[config.mk]
export PLATFORM = sky130hd
export DESIGN_NAME = outport_pkt_sched
export DESIGN_NICKNAME = d
export VERILOG_FILES = /design/src/rtl/noc_sched_pkg.sv /design/src/rtl/outport_pkt_sched_rr_pick.sv /design/src/rtl/outport_pkt_sched.sv
export SDC_FILE = /design/constraint.sdc
export NUM_CORES = 1
export LEC_CHECK = 0
export ABC_AREA = 1
export CORE_MARGIN = 2
export CORE_UTILIZATION = 40
export CTS_BUF_LIST = sky130_fd_sc_hd__clkbuf_8
export DETAILED_ROUTE_END_ITERATION = 6
export HOLD_SLACK_MARGIN = 0.08
export PLACE_DENSITY_LB_ADDON = 0.1
export SLEW_MARGIN = 20
export SYNTH_ARGS = -nofsm -noshare
export SYNTH_HDL_FRONTEND = slang
export SYNTH_HIERARCHICAL = 1
export SYNTH_SLANG_ARGS = --single-unit
[constraint.sdc]
create_clock -name clk -period 2.5 [get_ports clk]
set_input_delay 0.375 -clock clk [delete_from_list [all_inputs] [get_ports clk]]
set_output_delay 0.375 -clock clk [all_outputs]
set_load 0.03 [all_outputs]
[src/rtl/noc_sched_pkg.sv]
// noc_sched_pkg: shared scheduler types, defaults and a one-hot to index helper
package noc_sched_pkg;
    localparam int N_IN_DEF = 5;
    localparam int PTRW = $clog2(N_IN_DEF);
    typedef enum logic {S_IDLE = 1'b0, S_BUSY = 1'b1} state_t;
    function automatic logic [PTRW-1:0] oh2idx(input logic [N_IN_DEF-1:0] oh);
        logic [PTRW-1:0] idx;
        idx = '0;
        for (int i = 0; i < N_IN_DEF; i++)
            if (oh[i]) idx |= PTRW'(i);
        return idx;
    endfunction
endpackage

[src/rtl/outport_pkt_sched_rr_pick.sv]
// rr_pick: round-robin winner, first requester strictly after ptr, as one-hot
module rr_pick #(
    parameter int N_IN = 5,
    parameter int PW = 3
) (
    input  logic [N_IN-1:0] req,
    input  logic [PW-1:0]   ptr,
    output logic [N_IN-1:0] win,
    output logic            valid
);
    logic [N_IN-1:0] hi_mask;
    logic [2*N_IN-1:0] dbl, first;
    // lower half holds requesters above ptr, upper half the wrapped full set
    assign hi_mask = {N_IN{1'b1}} << (ptr + PW'(1));
    assign dbl = {req, req & hi_mask};
    assign first = dbl & (~dbl + (2*N_IN)'(1));
    assign win = first[N_IN-1:0] | first[2*N_IN-1:N_IN];
    assign valid = |req;
endmodule

[src/rtl/outport_pkt_sched.sv]
// outport_pkt_sched: packet-level round-robin output port scheduler with credit gating
module outport_pkt_sched
    import noc_sched_pkg::*;
#(
    parameter int N_IN = N_IN_DEF,
    parameter int DEPTH = 4,
    parameter int CNTW = 3
) (
    input  logic            clk,
    input  logic            rst_,
    input  logic [N_IN-1:0] req,
    input  logic [N_IN-1:0] tail,
    input  logic            credit_in,
    output logic [N_IN-1:0] grt,
    output logic [N_IN-1:0] sel,
    output logic            fire,
    output logic [CNTW-1:0] credit_cnt,
    output logic            busy,
    output logic            err_ovf
);
    state_t state;
    logic [PTRW-1:0] ptr;
    logic [N_IN-1:0] win;
    logic win_valid, has_credit, owner_tail, ovf_hit;
    logic [CNTW:0] cnt_sum;
    logic [CNTW-1:0] cnt_next;
    rr_pick #(.N_IN(N_IN), .PW(PTRW)) u_pick (
        .req(req),
        .ptr(ptr),
        .win(win),
        .valid(win_valid)
    );
    assign has_credit = credit_cnt != '0;
    assign fire = |(req & grt) & has_credit;
    assign owner_tail = |(tail & grt);
    assign busy = state == S_BUSY;
    assign sel = grt;
    // one extra bit so a return at DEPTH is seen before saturating
    assign cnt_sum = {1'b0, credit_cnt} - (CNTW+1)'(fire) + (CNTW+1)'(credit_in);
    assign cnt_next = cnt_sum > (CNTW+1)'(DEPTH) ? CNTW'(DEPTH) : cnt_sum[CNTW-1:0];
    assign ovf_hit = credit_in & ~fire & (credit_cnt == CNTW'(DEPTH));
    always_ff @(posedge clk) begin
        if (rst_) begin
            state <= S_IDLE;
            grt <= '0;
            ptr <= PTRW'(N_IN - 1);
            credit_cnt <= CNTW'(DEPTH);
            err_ovf <= 1'b0;
        end else begin
            credit_cnt <= cnt_next;
            err_ovf <= err_ovf | ovf_hit;
            if (state == S_IDLE) begin
                if (win_valid && has_credit) begin
                    grt <= win;
                    state <= S_BUSY;
                end
            end else if (fire && owner_tail) begin
                grt <= '0;
                ptr <= oh2idx(grt);
                state <= S_IDLE;
            end
        end
    end
    a_onehot: assert property (@(posedge clk) disable iff (rst_) $onehot0(grt));
    a_fire_owner: assert property (@(posedge clk) disable iff (rst_) fire |-> grt != '0);
endmodule

; ---- Yosys cells after proc, flatten, opt, wreduce, memory -nomap -nowiden
; Index checks and enable logic that the tools add are counted.
[classes]
muxes = 10
shift = 1
add_sub_neg = 4
reduce_logical = 10
n_bitwise = 11
order_cmp = 1
eq_ne = 2
[op_table]
columns = operator, n
row1 = AND 5 bit, 3
row2 = two-way mux 5 bit, 3
row3 = OR reduction 5 bit, 3
row4 = "adder 10 x 1 -> 10 bit, second input constant", 1
row5 = AND 10 bit, 1
row6 = NOT 10 bit, 1
row7 = OR 5 bit, 1
row8 = "<< shifter 5 x 3 -> 5 bit, first input constant", 1
row9 = adder 4 x 1 -> 4 bit, 1
row10 = "> comparator 4 x 3 -> 1 bit, second input constant", 1
row11 = two-way mux 1 bit, 4
row12 = two-way mux 2 bit, 2
row13 = AND reduction 2 bit, 2
row14 = subtractor 3 x 1 -> 4 bit, 1
row15 = "adder 3 x 1 -> 3 bit, second input constant", 1
row16 = AND 1 bit, 3
row17 = "== test 3 bit, second input constant", 1
row18 = two-way mux 3 bit, 1
row19 = nonzero test 3 bit, 1
row20 = logical AND 1 bit, 2
row21 = "inequality test 2 x 1 -> 1 bit, second input constant", 1
row22 = nonzero test 2 bit, 1
row23 = OR reduction 2 bit, 1
row24 = NOT 1 bit, 1
row25 = OR 1 bit, 1
[totals]
wordCells = 44
out_inout_bits = 16
ff_bits = 13
input_bits = 13

; ---- Logic depth before layout (Yosys ltp)
[logic_depth]
depth_word = 9
mapped_depth = 15
mapped_depth_nobuf = 15

; ---- Cells and area by module
; The synthesis kept the hierarchy.
[modules_own_cells]
columns = module, cells_each, area_each_um2, seq_area_each_um2, instances
row1 = outport_pkt_sched, 112, 788.3, 260.2, 1
row2 = rr_pick, 41, 225.2, 0.0, 1

; ---- Worst setup path after synthesis
; No wires, ideal clock.
[synth_timing]
path_type = register to register
start = register credit_cnt[1]
end = register credit_cnt[2]
path_stages_with_launch = 16
t_required_ns = 2.377
synth_period_minus_slack_ns = 2.691
t_arrival_ns = 2.568
n_path_buf = 0
setup_ns = 0.123
slack_ns = -0.191
cell_sequence = dfxtp_1 > nor2_1 > nand2_2 > inv_2 > nor2_4 > ha_1 > inv_1 > ha_1 > inv_1 > fa_1 > nand2_1 > nand2_1 > nand2_1 > nor2_1 > inv_1 > or2_2
[synth_via]
elab_chain_cells = 6
[synth_lines]
columns = element, line
row1 = from (decl), outport_pkt_sched.sv:17  ; output logic [CNTW-1:0] credit_cnt,
row2 = from (signal assigned), outport_pkt_sched.sv:47  ; credit_cnt <= CNTW'(DEPTH);
row3 = from (signal assigned), outport_pkt_sched.sv:50  ; credit_cnt <= cnt_next;
row4 = nonzero test 3 bit *, outport_pkt_sched.sv:33  ; assign has_credit = credit_cnt != '0;
row5 = AND 1 bit *, outport_pkt_sched.sv:34  ; assign fire = |(req & grt) & has_credit;
row6 = via fire, outport_pkt_sched.sv:16  ; output logic fire,
row7 = subtractor 3 x 1 -> 4 bit *, outport_pkt_sched.sv:39  ; assign cnt_sum = {1'b0, credit_cnt} - (CNTW+1)'(fire) + (CNTW+1)'(credit_in);
row8 = adder 4 x 1 -> 4 bit *, outport_pkt_sched.sv:39
row9 = > comparator 4 x 3 -> 1 bit, outport_pkt_sched.sv:40  ; assign cnt_next = cnt_sum > (CNTW+1)'(DEPTH) ? CNTW'(DEPTH) : cnt_sum[CNTW-1:0];
row10 = OR reduction 2 bit (no line), --
; Mark *: on every way through the listed nets, which the timed path passes. The rest lies on a longest branch.
; A chain may end at the register's enable or synchronous reset.

; ---- Worst setup path in the final report
[layout_timing]
start = input req[2]
end = register credit_cnt[2]
[layout_via]
elab_chain_cells = 7
[layout_lines]
columns = element, line
row1 = from (decl), outport_pkt_sched.sv:11  ; input logic [N_IN-1:0] req,
row2 = AND 5 bit *, outport_pkt_sched.sv:34
row3 = OR reduction 5 bit *, outport_pkt_sched.sv:34
row4 = AND 1 bit *, outport_pkt_sched.sv:34
row5 = subtractor 3 x 1 -> 4 bit *, outport_pkt_sched.sv:39
row6 = adder 4 x 1 -> 4 bit *, outport_pkt_sched.sv:39
row7 = > comparator 4 x 3 -> 1 bit, outport_pkt_sched.sv:40
row8 = OR reduction 2 bit (no line), --
; Mark *: on every way between the ends. The rest lies on a longest branch, timed or not.

==> reports/qor.yml <==
status: "complete, no violations"
period_share_pct: 95.36
synth.ff_latch_count: 13
io-pin-count: 29
synthXorXnorAreaFrac_pct: 0.8642
clock_latency_ns: 0.24
ant_nets: 0
wl_per_cell_um: 11.34
drive_above_1_share_pct: 28.21
placeableCoreArea_sq_um: 2432
hp-class: "reg -> reg"
p_leak_nw: 0.7486
via_per_inst: 4.622
hpwlAfterDp_um: 2019
synth_compound_area_share_pct: 6.420
synth_edf_count: 0
yosys-top-cells-count: "nand2_1, inv_1, nor2_1"
synth_fa_ha_area_share_pct: 13.09
yosysTopAreaCellShare_pct: 25.68
die_area_sq_um: 2952
drt-total-wl_um: 2551
path_max_fanout: 2
drcViolationCount: 0
first_iter_violations: 16
worstMarginPinSlew_ns: 0.3185
cts.sinks: 13
antenna_found_initial: 0
grt_first_pass_wirelength_um: 4043
dr.pass1.iters: 4
clk_pin_slew_ns: 0.05
grt_pass1_vias: 1000
setup-tns-final_ns: 0
die_w_um: 54.34
maxSlewViolCount: 0
critical_path_arrival_ns: 2.51
period_needed_ns: 2.384
maxCapViolCount: 0
portBuffers: 28
synth_nets: 176
clockBufferDepth: 2
synthesis.area_sq_um: 1013
synthMostInstantiatedCell: "nand2_1"
layout.nets: 219
muxShareOfSynthArea_pct: 0
htreeDepth: 1
reg2reg_from: "grt[4]"
netlist_instances: 153
powerDensity_nw_per_um2: 763.2
groute.usage.overall_pct: 19.01
syn_area_per_cell_sq_um: 6.624
fin_skew_ns: 0.002275
root_buffer: "clkbuf_8"
synth_flop_cell: "dfxtp_1"
start_kind: "input pin"
grt_overflow: 0
slew-limit-headroom_pct: 78.70
vdd_drop_max_uv: 775.8
seq_area_frac_synth_pct: 25.68
via_count: 1040
gp_congestion: 0.7909
max_freq_mhz: 419.5
grt_max_degree: 12
final_core_util_pct: 62.40
criticalPathCategory: "in -> reg"
cts_tree: "yes"
diodes: 0
fp-row-count: 18
synth_top_family_by_area: "simple AND/OR/NAND/NOR gates"
final.fill_count: 249
synth.largest_area_cell: "dfxtp_1"
synth-simple-area-share_pct: 39.88
area_growth_pct: 49.75
die_h_um: 54.34
synthArstFlopShare_pct: 0
startpoint: "req[2]"
cp.required_ns: 2.62
yosys-top-cells-area: "dfxtp_1, nand2_1, ha_1"
start_util_pct: 41.67
cts_buffers: 3
synth.distinct_cells: 23
end_kind: "flip-flop"
setup_violations: 0
min-delay-start: "err_ovf"
hold_violations: 0
yosysWarnings: 6
-- logic make-up (layout without fill, tap and decap cells) --
group	count (synthesis)	after routing
and+or+nand+nor	86	86
xor gates and xnor gates	1	1
buffers and inverters	31	73
AOI/OAI and AO/OA	12	12
adders and majority gates	10	10
DFF	13	13
-- per-layer routing --
layer / routed length (um) / vias up / track usage (%)
met4: 16 / 0 / 5.000
li1: - / 554 / -
met1: 1147 / 460 / 21.67
met3: 97 / 2 / 3.552
met5: 0 / - / 0
met2: 1290 / 24 / 35.74
-- through the flow --
step | power (mW) | area, sq um | setup slack [ns] | std cells | hold slack (ns)
floorplan | 0.6646 | 1039 | 0.009318 | 153 | 0.4344
global placement | 0.8683 | 1398 | -0.4069 | 217 | 0.4552
detailed placement | 0.8880 | 1398 | -0.4930 | 217 | 0.4552
CTS | 1.086 | 1456 | 0.004916 | 221 | 0.4705
global route | 1.247 | 1518 | -0.02980 | 225 | 0.4876
finish | 1.158 | 1518 | 0.1159 | 225 | 0.4670
-- critical path, stage by stage --
cell and delay (ns):
clkdlybuf4s15_1 0.19, nand2_2 0.08, nand3_2 0.09, nor2_4 0.13, nor2_4 0.06, ha_4 0.21, inv_2 0.06, ha_4 0.12
inv_2 0.04, fa_1 0.53, nand2_1 0.07, nand2_1 0.08, nand2_2 0.06, nor2_2 0.10, inv_1 0.05, or2_2 0.26
-- sequential cells by signal (all words and copies together), names as in the netlist --
| signal | flops |
|---|---|
| busy | 1 |
| credit_cnt | 3 |
| err_ovf | 1 |
| grt | 5 |
| ptr | 3 |
-- final cells by class --
class,count,area [sq um],share of cell area (%)
multi-input combinational,109,655.6,43.20
clock buffer,3,41.29,2.721
sequential,13,285.3,18.80
tap,30,37.54,2.473
timing repair buffer,44,400.4,26.38
clock inverter,1,3.754,0.2473
inverter,25,93.84,6.183
-- where the power goes --
part	leakage (nW)	switching [mW]	total [mW]	internal [mW]
clock	0.0269	0.0729	0.181	0.108
combinational	0.611	0.366	0.687	0.320
sequential	0.111	0.0384	0.290	0.252
-- cells in the final DEF, fill, tap and decap left out, types with 3 or more instances in the layout --
master / Yosys / layout
clkdlybuf4s15_1: 0 / 5
nor2_4: 2 / 3
clkdlybuf4s50_1: 0 / 23
inv_2: 3 / 5
or2_2: 4 / 4
nand2_1: 38 / 34
nor2_1: 16 / 14
buf_4: 5 / 16
a21oi_1: 6 / 6
nand3_1: 12 / 12
clkbuf_8: 0 / 3
nand2_2: 4 / 8
nor2_2: 3 / 4
dfxtp_4: 0 / 6
inv_1: 22 / 21
dfxtp_1: 13 / 5
ha_1: 9 / 7
nand4_1: 3 / 3
-- worst paths after layout --
path / end / slack (ns) / depth (start not counted)
worst max register to register: credit_cnt[2] / 0.12 / 15
worst min register to register: err_ovf / 0.47 / 2
worst min-delay path: err_ovf / 0.47 / 2
worst max-delay path: credit_cnt[2] / 0.12 / 16
-- what timing repair did --
action / CTS / global route
pin swaps: 9 / 12
gates resized for setup: 9 / 13
setup endpoints to repair: 3 / 3
endpoints found under the hold margin: 0 / 0
hold buffers: 0 / 0
buffers inserted: 0 / 4
(Power assumes the default switching activity.)
